## src/rtl/alarm_clock_core.sv

```systemverilog
// Alarm clock core: prescaled time-of-day counter, N alarm slots,
// ring/snooze state machine, buzzer pattern and registered 7-segment display.

// One alarm register slot with its own match comparator.
module alarm_slot (
  input  logic       clk,
  input  logic       rst_n,
  input  logic       wr,
  input  logic [4:0] wr_h,
  input  logic [5:0] wr_m,
  input  logic       wr_en,
  input  logic       chk,
  input  logic [4:0] t_h,
  input  logic [5:0] t_m,
  input  logic [5:0] t_s,
  output logic       match
);
  logic [4:0] h;
  logic [5:0] m;
  logic       en;

  // Alarm register write
  always_ff @(posedge clk or negedge rst_n) begin
    if (!rst_n) begin
      h  <= '0;
      m  <= '0;
      en <= 1'b0;
    end else if (wr) begin
      h  <= wr_h;
      m  <= wr_m;
      en <= wr_en;
    end
  end

  // chk qualifies the time being produced by a real second advance
  assign match = chk && en && (t_h == h) && (t_m == m) && (t_s == 6'd0);
endmodule

module alarm_clock_core #(
  parameter int CLK_HZ     = 50000000,
  parameter int N_ALARMS   = 2,
  parameter int SNOOZE_MIN = 5,
  parameter int RING_MAX_S = 60
) (
  input  logic                clk_clk,
  input  logic                reset_reset_n,
  input  logic                set_valid,
  input  logic [4:0]          set_h,
  input  logic [5:0]          set_m,
  input  logic [5:0]          set_s,
  input  logic                alm_wr,
  input  logic [((N_ALARMS>1)?$clog2(N_ALARMS):1)-1:0] alm_idx,
  input  logic [4:0]          alm_h,
  input  logic [5:0]          alm_m,
  input  logic                alm_en,
  input  logic                mode_12h,
  input  logic                snooze,
  input  logic                dismiss,
  output logic [6:0]          sevseg_hours_tens,
  output logic [6:0]          sevseg_hours_units,
  output logic [6:0]          sevseg_mins_tens,
  output logic [6:0]          sevseg_mins_units,
  output logic [6:0]          sevseg_secs_tens,
  output logic [6:0]          sevseg_secs_units,
  output logic                buzzer,
  output logic                pm,
  output logic                ringing,
  output logic [N_ALARMS-1:0] alarm_active,
  output logic                sec_tick,
  output logic                set_err
);
  localparam int IW  = (N_ALARMS > 1) ? $clog2(N_ALARMS) : 1;
  localparam int PW  = $clog2(CLK_HZ);
  localparam int QTR = CLK_HZ / 4;
  localparam int QW  = $clog2(QTR + 1);
  localparam int RW  = $clog2(RING_MAX_S + 1);
  localparam int SW  = $clog2(SNOOZE_MIN * 60 + 1);
  localparam logic [PW-1:0] PRE_LAST  = PW'(CLK_HZ - 1);
  localparam logic [QW-1:0] Q_LAST    = QW'(QTR - 1);
  localparam logic [RW-1:0] RING_LAST = RW'(RING_MAX_S - 1);
  localparam logic [SW-1:0] SNZ_LOAD  = SW'(SNOOZE_MIN * 60);

  typedef enum logic [1:0] {IDLE, RINGING, SNOOZED} state_t;

  logic [PW-1:0] pre;
  logic [4:0]    hh, nh, dh;
  logic [5:0]    mm, ss, nm, ns;
  logic          tick, set_ok, alm_ok, adv;
  logic [N_ALARMS-1:0] match;

  state_t              state, state_n;
  logic [N_ALARMS-1:0] active, active_n;
  logic [RW-1:0]       ring_cnt, ring_n;
  logic [SW-1:0]       snz_cnt, snz_n;
  logic                buzz;
  logic [QW-1:0]       bcnt;

  assign tick   = (pre == PRE_LAST);
  assign set_ok = set_valid && (set_h <= 5'd23) && (set_m <= 6'd59) && (set_s <= 6'd59);
  assign alm_ok = alm_wr && (32'(alm_idx) < 32'(N_ALARMS)) &&
                  (alm_h <= 5'd23) && (alm_m <= 6'd59);
  // a load on the tick cycle pre-empts the advance, so it can never match
  assign adv    = tick && !set_ok;

  // Time one second ahead, with carries
  always_comb begin
    nh = hh;
    nm = mm;
    ns = ss + 6'd1;
    if (ss == 6'd59) begin
      ns = 6'd0;
      nm = mm + 6'd1;
      if (mm == 6'd59) begin
        nm = 6'd0;
        nh = (hh == 5'd23) ? 5'd0 : hh + 5'd1;
      end
    end
  end

  // Prescaler and time-of-day registers; a valid load restarts the second
  always_ff @(posedge clk_clk or negedge reset_reset_n) begin
    if (!reset_reset_n) begin
      pre <= '0;
      hh  <= '0;
      mm  <= '0;
      ss  <= '0;
    end else if (set_ok) begin
      pre <= '0;
      hh  <= set_h;
      mm  <= set_m;
      ss  <= set_s;
    end else if (tick) begin
      pre <= '0;
      hh  <= nh;
      mm  <= nm;
      ss  <= ns;
    end else begin
      pre <= pre + 1'b1;
    end
  end

  // Single-cycle error flag for rejected time loads or alarm writes
  always_ff @(posedge clk_clk or negedge reset_reset_n) begin
    if (!reset_reset_n) set_err <= 1'b0;
    else                set_err <= (set_valid && !set_ok) || (alm_wr && !alm_ok);
  end

  for (genvar i = 0; i < N_ALARMS; i++) begin : g_alm
    alarm_slot u_slot (
      .clk   (clk_clk),
      .rst_n (reset_reset_n),
      .wr    (alm_ok && (alm_idx == IW'(i))),
      .wr_h  (alm_h),
      .wr_m  (alm_m),
      .wr_en (alm_en),
      .chk   (adv),
      .t_h   (nh),
      .t_m   (nm),
      .t_s   (ns),
      .match (match[i])
    );
  end

  // Ring FSM state register
  always_ff @(posedge clk_clk or negedge reset_reset_n) begin
    if (!reset_reset_n) begin
      state    <= IDLE;
      active   <= '0;
      ring_cnt <= '0;
      snz_cnt  <= '0;
    end else begin
      state    <= state_n;
      active   <= active_n;
      ring_cnt <= ring_n;
      snz_cnt  <= snz_n;
    end
  end

  // Ring FSM next state: dismiss > new match > snooze > second timeout
  always_comb begin
    state_n  = state;
    active_n = active;
    ring_n   = ring_cnt;
    snz_n    = snz_cnt;
    unique case (state)
      IDLE: begin
        if (|match) begin
          state_n  = RINGING;
          active_n = match;
          ring_n   = '0;
        end
      end
      RINGING: begin
        if (dismiss) begin
          state_n  = IDLE;
          active_n = '0;
        end else if (|match) begin
          active_n = active | match;
          ring_n   = '0;
        end else if (snooze) begin
          state_n = SNOOZED;
          snz_n   = SNZ_LOAD;
        end else if (tick) begin
          if (ring_cnt == RING_LAST) begin
            state_n  = IDLE;
            active_n = '0;
            ring_n   = '0;
          end else begin
            ring_n = ring_cnt + 1'b1;
          end
        end
      end
      SNOOZED: begin
        if (dismiss) begin
          state_n  = IDLE;
          active_n = '0;
        end else if (|match) begin
          state_n  = RINGING;
          active_n = active | match;
          ring_n   = '0;
        end else if (tick) begin
          if (snz_cnt == SW'(1)) begin
            state_n = RINGING;
            ring_n  = '0;
            snz_n   = '0;
          end else begin
            snz_n = snz_cnt - 1'b1;
          end
        end
      end
      default: state_n = IDLE;
    endcase
  end

  // Buzzer square wave, phase restarts high on every entry into RINGING
  always_ff @(posedge clk_clk or negedge reset_reset_n) begin
    if (!reset_reset_n) begin
      buzz <= 1'b0;
      bcnt <= '0;
    end else if (state_n == RINGING && state != RINGING) begin
      buzz <= 1'b1;
      bcnt <= '0;
    end else if (state_n == RINGING) begin
      if (bcnt == Q_LAST) begin
        buzz <= ~buzz;
        bcnt <= '0;
      end else begin
        bcnt <= bcnt + 1'b1;
      end
    end else begin
      buzz <= 1'b0;
      bcnt <= '0;
    end
  end

  assign ringing      = (state == RINGING);
  assign buzzer       = buzz;
  assign alarm_active = active;
  assign sec_tick     = tick;

  function automatic logic [6:0] seg7(input logic [3:0] d);
    case (d)
      4'd0:    seg7 = 7'h40;
      4'd1:    seg7 = 7'h79;
      4'd2:    seg7 = 7'h24;
      4'd3:    seg7 = 7'h30;
      4'd4:    seg7 = 7'h19;
      4'd5:    seg7 = 7'h12;
      4'd6:    seg7 = 7'h02;
      4'd7:    seg7 = 7'h78;
      4'd8:    seg7 = 7'h00;
      4'd9:    seg7 = 7'h10;
      default: seg7 = 7'h7F;
    endcase
  endfunction

  // Displayed hour value for the selected mode
  always_comb begin
    dh = hh;
    if (mode_12h) begin
      if (hh == 5'd0)       dh = 5'd12;
      else if (hh > 5'd12)  dh = hh - 5'd12;
    end
  end

  // Registered display; blank leading hour digit in 12h mode
  always_ff @(posedge clk_clk or negedge reset_reset_n) begin
    if (!reset_reset_n) begin
      sevseg_hours_tens  <= 7'h40;
      sevseg_hours_units <= 7'h40;
      sevseg_mins_tens   <= 7'h40;
      sevseg_mins_units  <= 7'h40;
      sevseg_secs_tens   <= 7'h40;
      sevseg_secs_units  <= 7'h40;
      pm                 <= 1'b0;
    end else begin
      sevseg_hours_tens  <= (mode_12h && dh < 5'd10) ? 7'h7F : seg7(4'(dh / 5'd10));
      sevseg_hours_units <= seg7(4'(dh % 5'd10));
      sevseg_mins_tens   <= seg7(4'(mm / 6'd10));
      sevseg_mins_units  <= seg7(4'(mm % 6'd10));
      sevseg_secs_tens   <= seg7(4'(ss / 6'd10));
      sevseg_secs_units  <= seg7(4'(ss % 6'd10));
      pm                 <= mode_12h && (hh >= 5'd12);
    end
  end
endmodule

```

## config.mk

```make
export PLATFORM = sky130hd
export DESIGN_NAME = alarm_clock_core
export DESIGN_NICKNAME = d
export VERILOG_FILES = /design/src/rtl/alarm_clock_core.sv
export SDC_FILE = /design/constraint.sdc
export NUM_CORES = 1
export LEC_CHECK = 0
export ABC_AREA = 1
export CORE_UTILIZATION = 47
export DETAILED_ROUTE_END_ITERATION = 8
export PLACE_DENSITY = 0.67
export SLEW_MARGIN = 10
export SYNTH_ARGS = -nofsm -noshare
export SYNTH_HDL_FRONTEND = slang
export SYNTH_SLANG_ARGS = --single-unit
```

## constraint.sdc

```tcl
create_clock -name clk_clk -period 9.54 [get_ports clk_clk]
set_clock_uncertainty 0.05 [all_clocks]
set_input_delay 1.908 -clock clk_clk [delete_from_list [all_inputs] [get_ports clk_clk]]
set_output_delay 1.908 -clock clk_clk [all_outputs]
set_load 0.02 [all_outputs]
```

Word-level counts from Yosys, hierarchy flattened:

Memory sizes are Yosys's and may differ from the RTL's. A register that Yosys moved wholly into a read port is not among the register bits.
Cells that the tools add are included.

* ROM bits: 672
* input bits: 37
* logic and storage cells: 183
* output and inout bits: 49
* register bits: 120
* memories: 6

Memory list
* (name not given): depth 16, bits a word 7, rd ports 1, clocked after memory_dff 0, wr ports 0, line 262 `case (d)`
* (name not given): depth 16, bits a word 7, rd ports 1, clocked after memory_dff 1, wr ports 0, line 262
* (name not given): depth 16, bits a word 7, rd ports 1, clocked after memory_dff 1, wr ports 0, line 262
* (name not given): depth 16, bits a word 7, rd ports 1, clocked after memory_dff 1, wr ports 0, line 262
* (name not given): depth 16, bits a word 7, rd ports 1, clocked after memory_dff 1, wr ports 0, line 262
* (name not given): depth 16, bits a word 7, rd ports 1, clocked after memory_dff 1, wr ports 0, line 262

* bitwise operators: 3
* $lt $le $gt $ge: 8
* reduce and logical (&&, ||, !) cells: 39
* div/mod/pow operators: 6
* multiplexer cells: 63
* equality and inequality tests: 31
* add/subtract/negate cells: 8

Operators with widths (number)
* $mux W6: 17
* $mux W24: 3
* $mux W9: 7
* $mux W26: 2
* $mux W5: 8
* $mux W2: 18
* $add A26 B1 Y26 const B: 1
* $eq A26 B26 Y1 const B: 1
* $add A24 B1 Y24 const B: 1
* $eq A24 B24 Y1 const B: 1
* $logic_and A1 B1 Y1: 21
* $add A6 B1 Y6 const B: 3
* $eq A6 B6 Y1 const B: 3
* $le A6 B6 Y1 const B: 3
* $pmux W6 S3: 1
* $pmux W9 S2: 1
* $ne A2 B2 Y1 const B: 7
* $div A6 B4 Y6 const B: 2
* $eq A6 B6 Y1: 2
* $mod A6 B4 Y6 const B: 2
* $pmux W2 S3: 2
* $eq A5 B5 Y1: 2
* $le A5 B5 Y1 const B: 2
* $eq A9 B1 Y1 const B: 1
* other kinds (32): 47

Logic depth before layout (Yosys ltp):

* word-level depth: 17
* mapped depth: 24
* gate-level depth less buffers: 24

Modules after synthesis:

Synthesis repeated with hierarchy kept, for this count alone.

* cell total of the unflattened synthesis: 1244
* area, all modules: 9524.1 um^2

By module, submodules not included
* alarm_clock_core: instances 1, seq. area each 3260.6 um^2, cells an instance 1052, area each 8127.8 um^2
* alarm_slot: instances 2, seq. area each 300.3 um^2, cells an instance 96, area each 698.2 um^2

Least setup slack after synthesis:

OpenSTA, ideal clock, no wires.

* kind: input-to-reg
* start point: input port mode_12h
* end point: register sevseg_hours_units[3]
* stages: 19
* arrival: 4.114 ns
* required time: 9.368 ns
* library setup time: 0.122 ns
* path buffers: 0
* setup slack: 5.254 ns
* path through: nand3_1 inv_1 nand2_1 nand3_1 nor2_1 nor2_1 nand2_1 nand2_1 inv_1 ha_1 o21bai_1 o21ai_2 nand2_1 nand2_1 nand2_1 ha_1 or2_2 nand3_1 nand2_1

* cells in the longest elaborated chain, start to end: 2

RTL lines
* start, declared: line 56 `input logic mode_12h,`
* $mux W5: line 280 `if (mode_12h) begin`
* $mod A5 B4 Y5: line 298 `sevseg_hours_units <= seg7(4'(dh % 5'd10));`
* end, declared: line 60 `output logic [6:0] sevseg_hours_units,`

No other way between the ends.
A chain may end at the register's enable or synchronous reset.

Worst setup path after layout:

* start point: input port set_valid
* end point: register hh[1]

* cells in the longest elaborated chain, start to end: 4
* elaborated cells on any way between the ends: 5
* classes of those cells: mux: 1; reduce/logical: 4

RTL lines
* start, declared: line 47 `input logic set_valid,`
* $logic_and A1 B1 Y1 * (3 in series): line 99 `assign set_ok = set_valid && (set_h <= 5'd23) && (set_m <= 6'd59) && (set_s <= 6'd59);`
* $mux W5 or $reduce_bool A2 Y1 (tied branches)
* end signal, assigned: line 129 `hh <= set_h;`
* end signal, assigned: line 134 `hh <= nh;`
* end, declared: line 86 `logic [4:0] hh, nh, dh;`

Mark *: on every way between the ends. The rest lies on a longest branch, timed or not.

==> summary.txt <==
Run status
  – Status: finished, final reports clean

Layout
  – Nets@finish: 1,424
  – ANT cells: 0
  – Layout Cells excl Fill: 1,615
  – Synth-to-layout area growth: 17.35%
  – Layout cells sized above 1: 0.08593

Routing
  – Met1 Wirelength: 10,420 um
  – Initial drt markers: 561
  – Per-cell routed wire length: 13.08 um
  – Met3 Wirelength: 933 um
  – DR vias: 8,134
  – Via/cell ratio: 5.037
  – Highest routing layer actually used: met4
  – Routed wl met2: 9270 um
  – DRC violation count after routing: 0
  – Final WL: 21,120 um
  – Drt pass-1 iters: 7
  – Post-route ant nets: 0

Synthesis
  – Mapped cell area: 0.009490 mm^2
  – Area leader, netlist: dfrtp_1
  – Synth cell count leaders: nand2_1, inv_1, dfrtp_1, nor2_1, nand3_1
  – Count leader, synth: nand2_1
  – Ranking of synthesized cells by area: dfrtp_1, nand2_1, ha_1
  – Synth Instances: 1,251
  – Post-synth ARST share: 1.000
  – Library cells used by synthesis: 50
  – EDFF count, synth: 0
  – Syn Area/Cell: 7.586 um^2
  – #FFs+latches synth: 154
  – Syn Nets: 1,338
  – Post-synthesis sequential area ratio: 0.4069
  – YS warnings: 0
  – Top cell type's share of synthesized area: 0.3902
  – Top_reg_cell synth: dfrtp_1

Placed design
  – # port buffers: 85
  – DP Wirelength: 15,610 um
  – Post-Place Cells: 1,583
  – Dpl ws: 4.117 ns
  – Gpl congestion: 0.9370

Worst setup path
  – R2r setup slk: 5.79 ns
  – Top delay family on crit path: buffers and inverters
  – Critical Path Sink Type: flip-flop
  – CP Data Arrival Time: 5.14 ns
  – Crit Path Class: in2reg
  – Max FO, Critical Path: 32
  – WP data required: 9.73 ns
  – Startpoint types: primary input
  – Max stage delay on crit path: 0.91 ns
  – Cell mode on critical path: inv_1
  – Critical path cell sequence: clkdlybuf4s50_1, inv_1, a21oi_1, nand3_1, inv_1, nor2_1, inv_1, o221ai_1
  – CP max stage cell: inv_1
  – Worst Path Buf+Inv: 4

Timing
  – Max-Slew Margin vs Limit: 0.2491
  – Final period util: 0.5187
  – Tightest Pin Transition: 1.125 ns
  – Hold slack: 0.4422 ns
  – Final hold vios: 0
  – Crit path time final: 4.948 ns
  – Fin Setup TNS: 0 ns
  – Count of final setup violators: 0
  – Final setup margin: 4.592 ns
  – RSZ-0062 raised after global routing: false
  – Final Max Tran Viols: 0
  – Fmax: 202.1 MHz

Power
  – Clock group share of total power: 0.274
  – Gate power share: 0.370
  – Worst VDD drop: 0.1317 mV
  – Design Power: 2.382 mW
  – Internal power: 1.504 mW
  – Leakage: 5.375 nW
  – Pwr Density: 213.9 mW/mm^2
  – Part of the power in registers: 0.356
  – Sw Ratio: 0.3688
  – NetSw: 0.8786 mW

Global routing
  – Vias in the first global route: 7,624
  – Pin count of the biggest net entering global routing: 93
  – Initial antenna violation count: 0
  – Grt total ovfl: 0
  – GRT Total Usage: 0.2213
  – First-pass GRT wire length: 36,230 um

Floorplanning
  – Die Area: 0.02076 mm^2
  – Die Ht: 144.1 um
  – FP Rows: 51
  – Starting density of the core: 0.4829
  – Floorplan Core Area: 0.01965 mm^2
  – # IOs: 86
  – Die width: 144.1 um

Clocking
  – Num CTS Buffers: 17
  – Root Buffer: clkbuf_16
  – Post-CTS Setup Repair Bufs: 0
  – Cts repair resizes: 0
  – Clock tree sinks: 154
  – H-tree Lvls: 4
  – CTS Hold Bufs: 0
  – Clock Latency Late Sink: 0.43 ns
  – CTS tree: done
  – Clock transition at path regs: 0.06 ns
  – CTS Buffer Depth: 2

Worst hold path
  – HP Class: reg2reg

Job
  – Count of max-cap constraint violations: 0
==> registers in the layout (all words and copies together), names as in the netlist, 2 cells and up <==
register,count
sevseg_mins_tens,7
bcnt,24
ss,6
hh,5
ring_cnt,6
alarm_active,2
state,2
sevseg_mins_units,7
g_alm.u_slot.en,2
sevseg_hours_units,7
pre,26
sevseg_secs_tens,7
sevseg_hours_tens,6
g_alm.u_slot.m,12
mm,6
sevseg_secs_units,7
snz_cnt,9
g_alm.u_slot.h,10
==> cell type report <==
cell class,instances,area (um^2)
multi-input cells,901,4835
clock inverters,13,121.4
fillers,1900,8517
clock buffers,19,452.9
flip-flops and latches,154,3861
well taps,265,331.6
repair buffers,87,867.1
inverters,176,668.1
==> logic make-up (layout without fill, tap and decap cells) <==
family / count (synthesis) / in the layout / synth area share
AND/OR/NAND/NOR: 667 / 667 / 0.3151
buffers and inverters: 196 / 295 / 0.08372
flip-flops: 154 / 154 / 0.4069
AO/OA/AOI/OAI: 153 / 153 / 0.09822
adder cells (fa/ha/maj): 50 / 50 / 0.06592
XOR/XNOR: 31 / 31 / 0.03019
==> final timing paths <==
path | endpoint | cells after the start | start
max in group asynchronous | g_alm[1].u_slot.h[4]$_DFFE_PN0P_ | 2 | reset_reset_n
min reg2reg | bcnt[0]$_DFF_PN0_ | 1 | bcnt[0]$_DFF_PN0_
max reg2reg | bcnt[1]$_DFF_PN0_ | 19 | pre[0]$_DFF_PN0_
max | hh[1]$_DFFE_PN0P_ | 8 | set_valid
min | bcnt[0]$_DFF_PN0_ | 1 | bcnt[0]$_DFF_PN0_
min in group asynchronous | sevseg_mins_units[0]$_DFF_PN0_ | 1 | reset_reset_n
==> cell usage in the layout, fill, tap and decap left out, types with 7 or more instances in the layout <==
master           synthesis  final
a21oi_1                 31     31
dfrtp_1                148    148
nor2_2                  21     21
ha_1                    50     50
nor2_1                 134    134
inv_2                    8      8
o21ai_2                  8      8
inv_1                  166    166
nand3b_1                10     10
nand2_2                  9      9
nor3_1                  16     16
nand3_1                 95     95
clkbuf_16                0     17
xnor2_1                 10     10
o21ai_0                 68     68
clkdlybuf4s50_1          0     84
xor2_1                  19     19
nand4_1                 20     20
o211ai_1                 7      7
nand2_1                329    329
o221ai_1                14     14
nor2_4                   7      7
==> through the flow <==
| step | utilization | instance area (um^2) |
|---|---|---|
| finish | 0.5667 | 11140 |
| global route | 0.5667 | 11140 |
| CTS | 0.5667 | 11140 |
| detailed placement | 0.5374 | 10560 |
| global placement | 0.5374 | 10560 |
| floorplan | - | 9490 |
==> metal layers <==
metal	up-vias	GRT usage
met5	-	0
met4	0	0.09071
met3	30	0.03278
met2	205	0.3407
met1	3710	0.3110
li1	4189	-
==> power by group through the flow <==
stage	logic, mW	clock network [mW]	registers (mW)
after floorplan	0.499	0	0.947
after global placement	0.867	0	0.859
after detailed placement	0.882	0	0.861
after CTS	0.887	0.664	0.849
after global routing	1.01	0.692	0.865
final	0.881	0.653	0.849
Note: power is estimated with default switching activity, not from simulation.
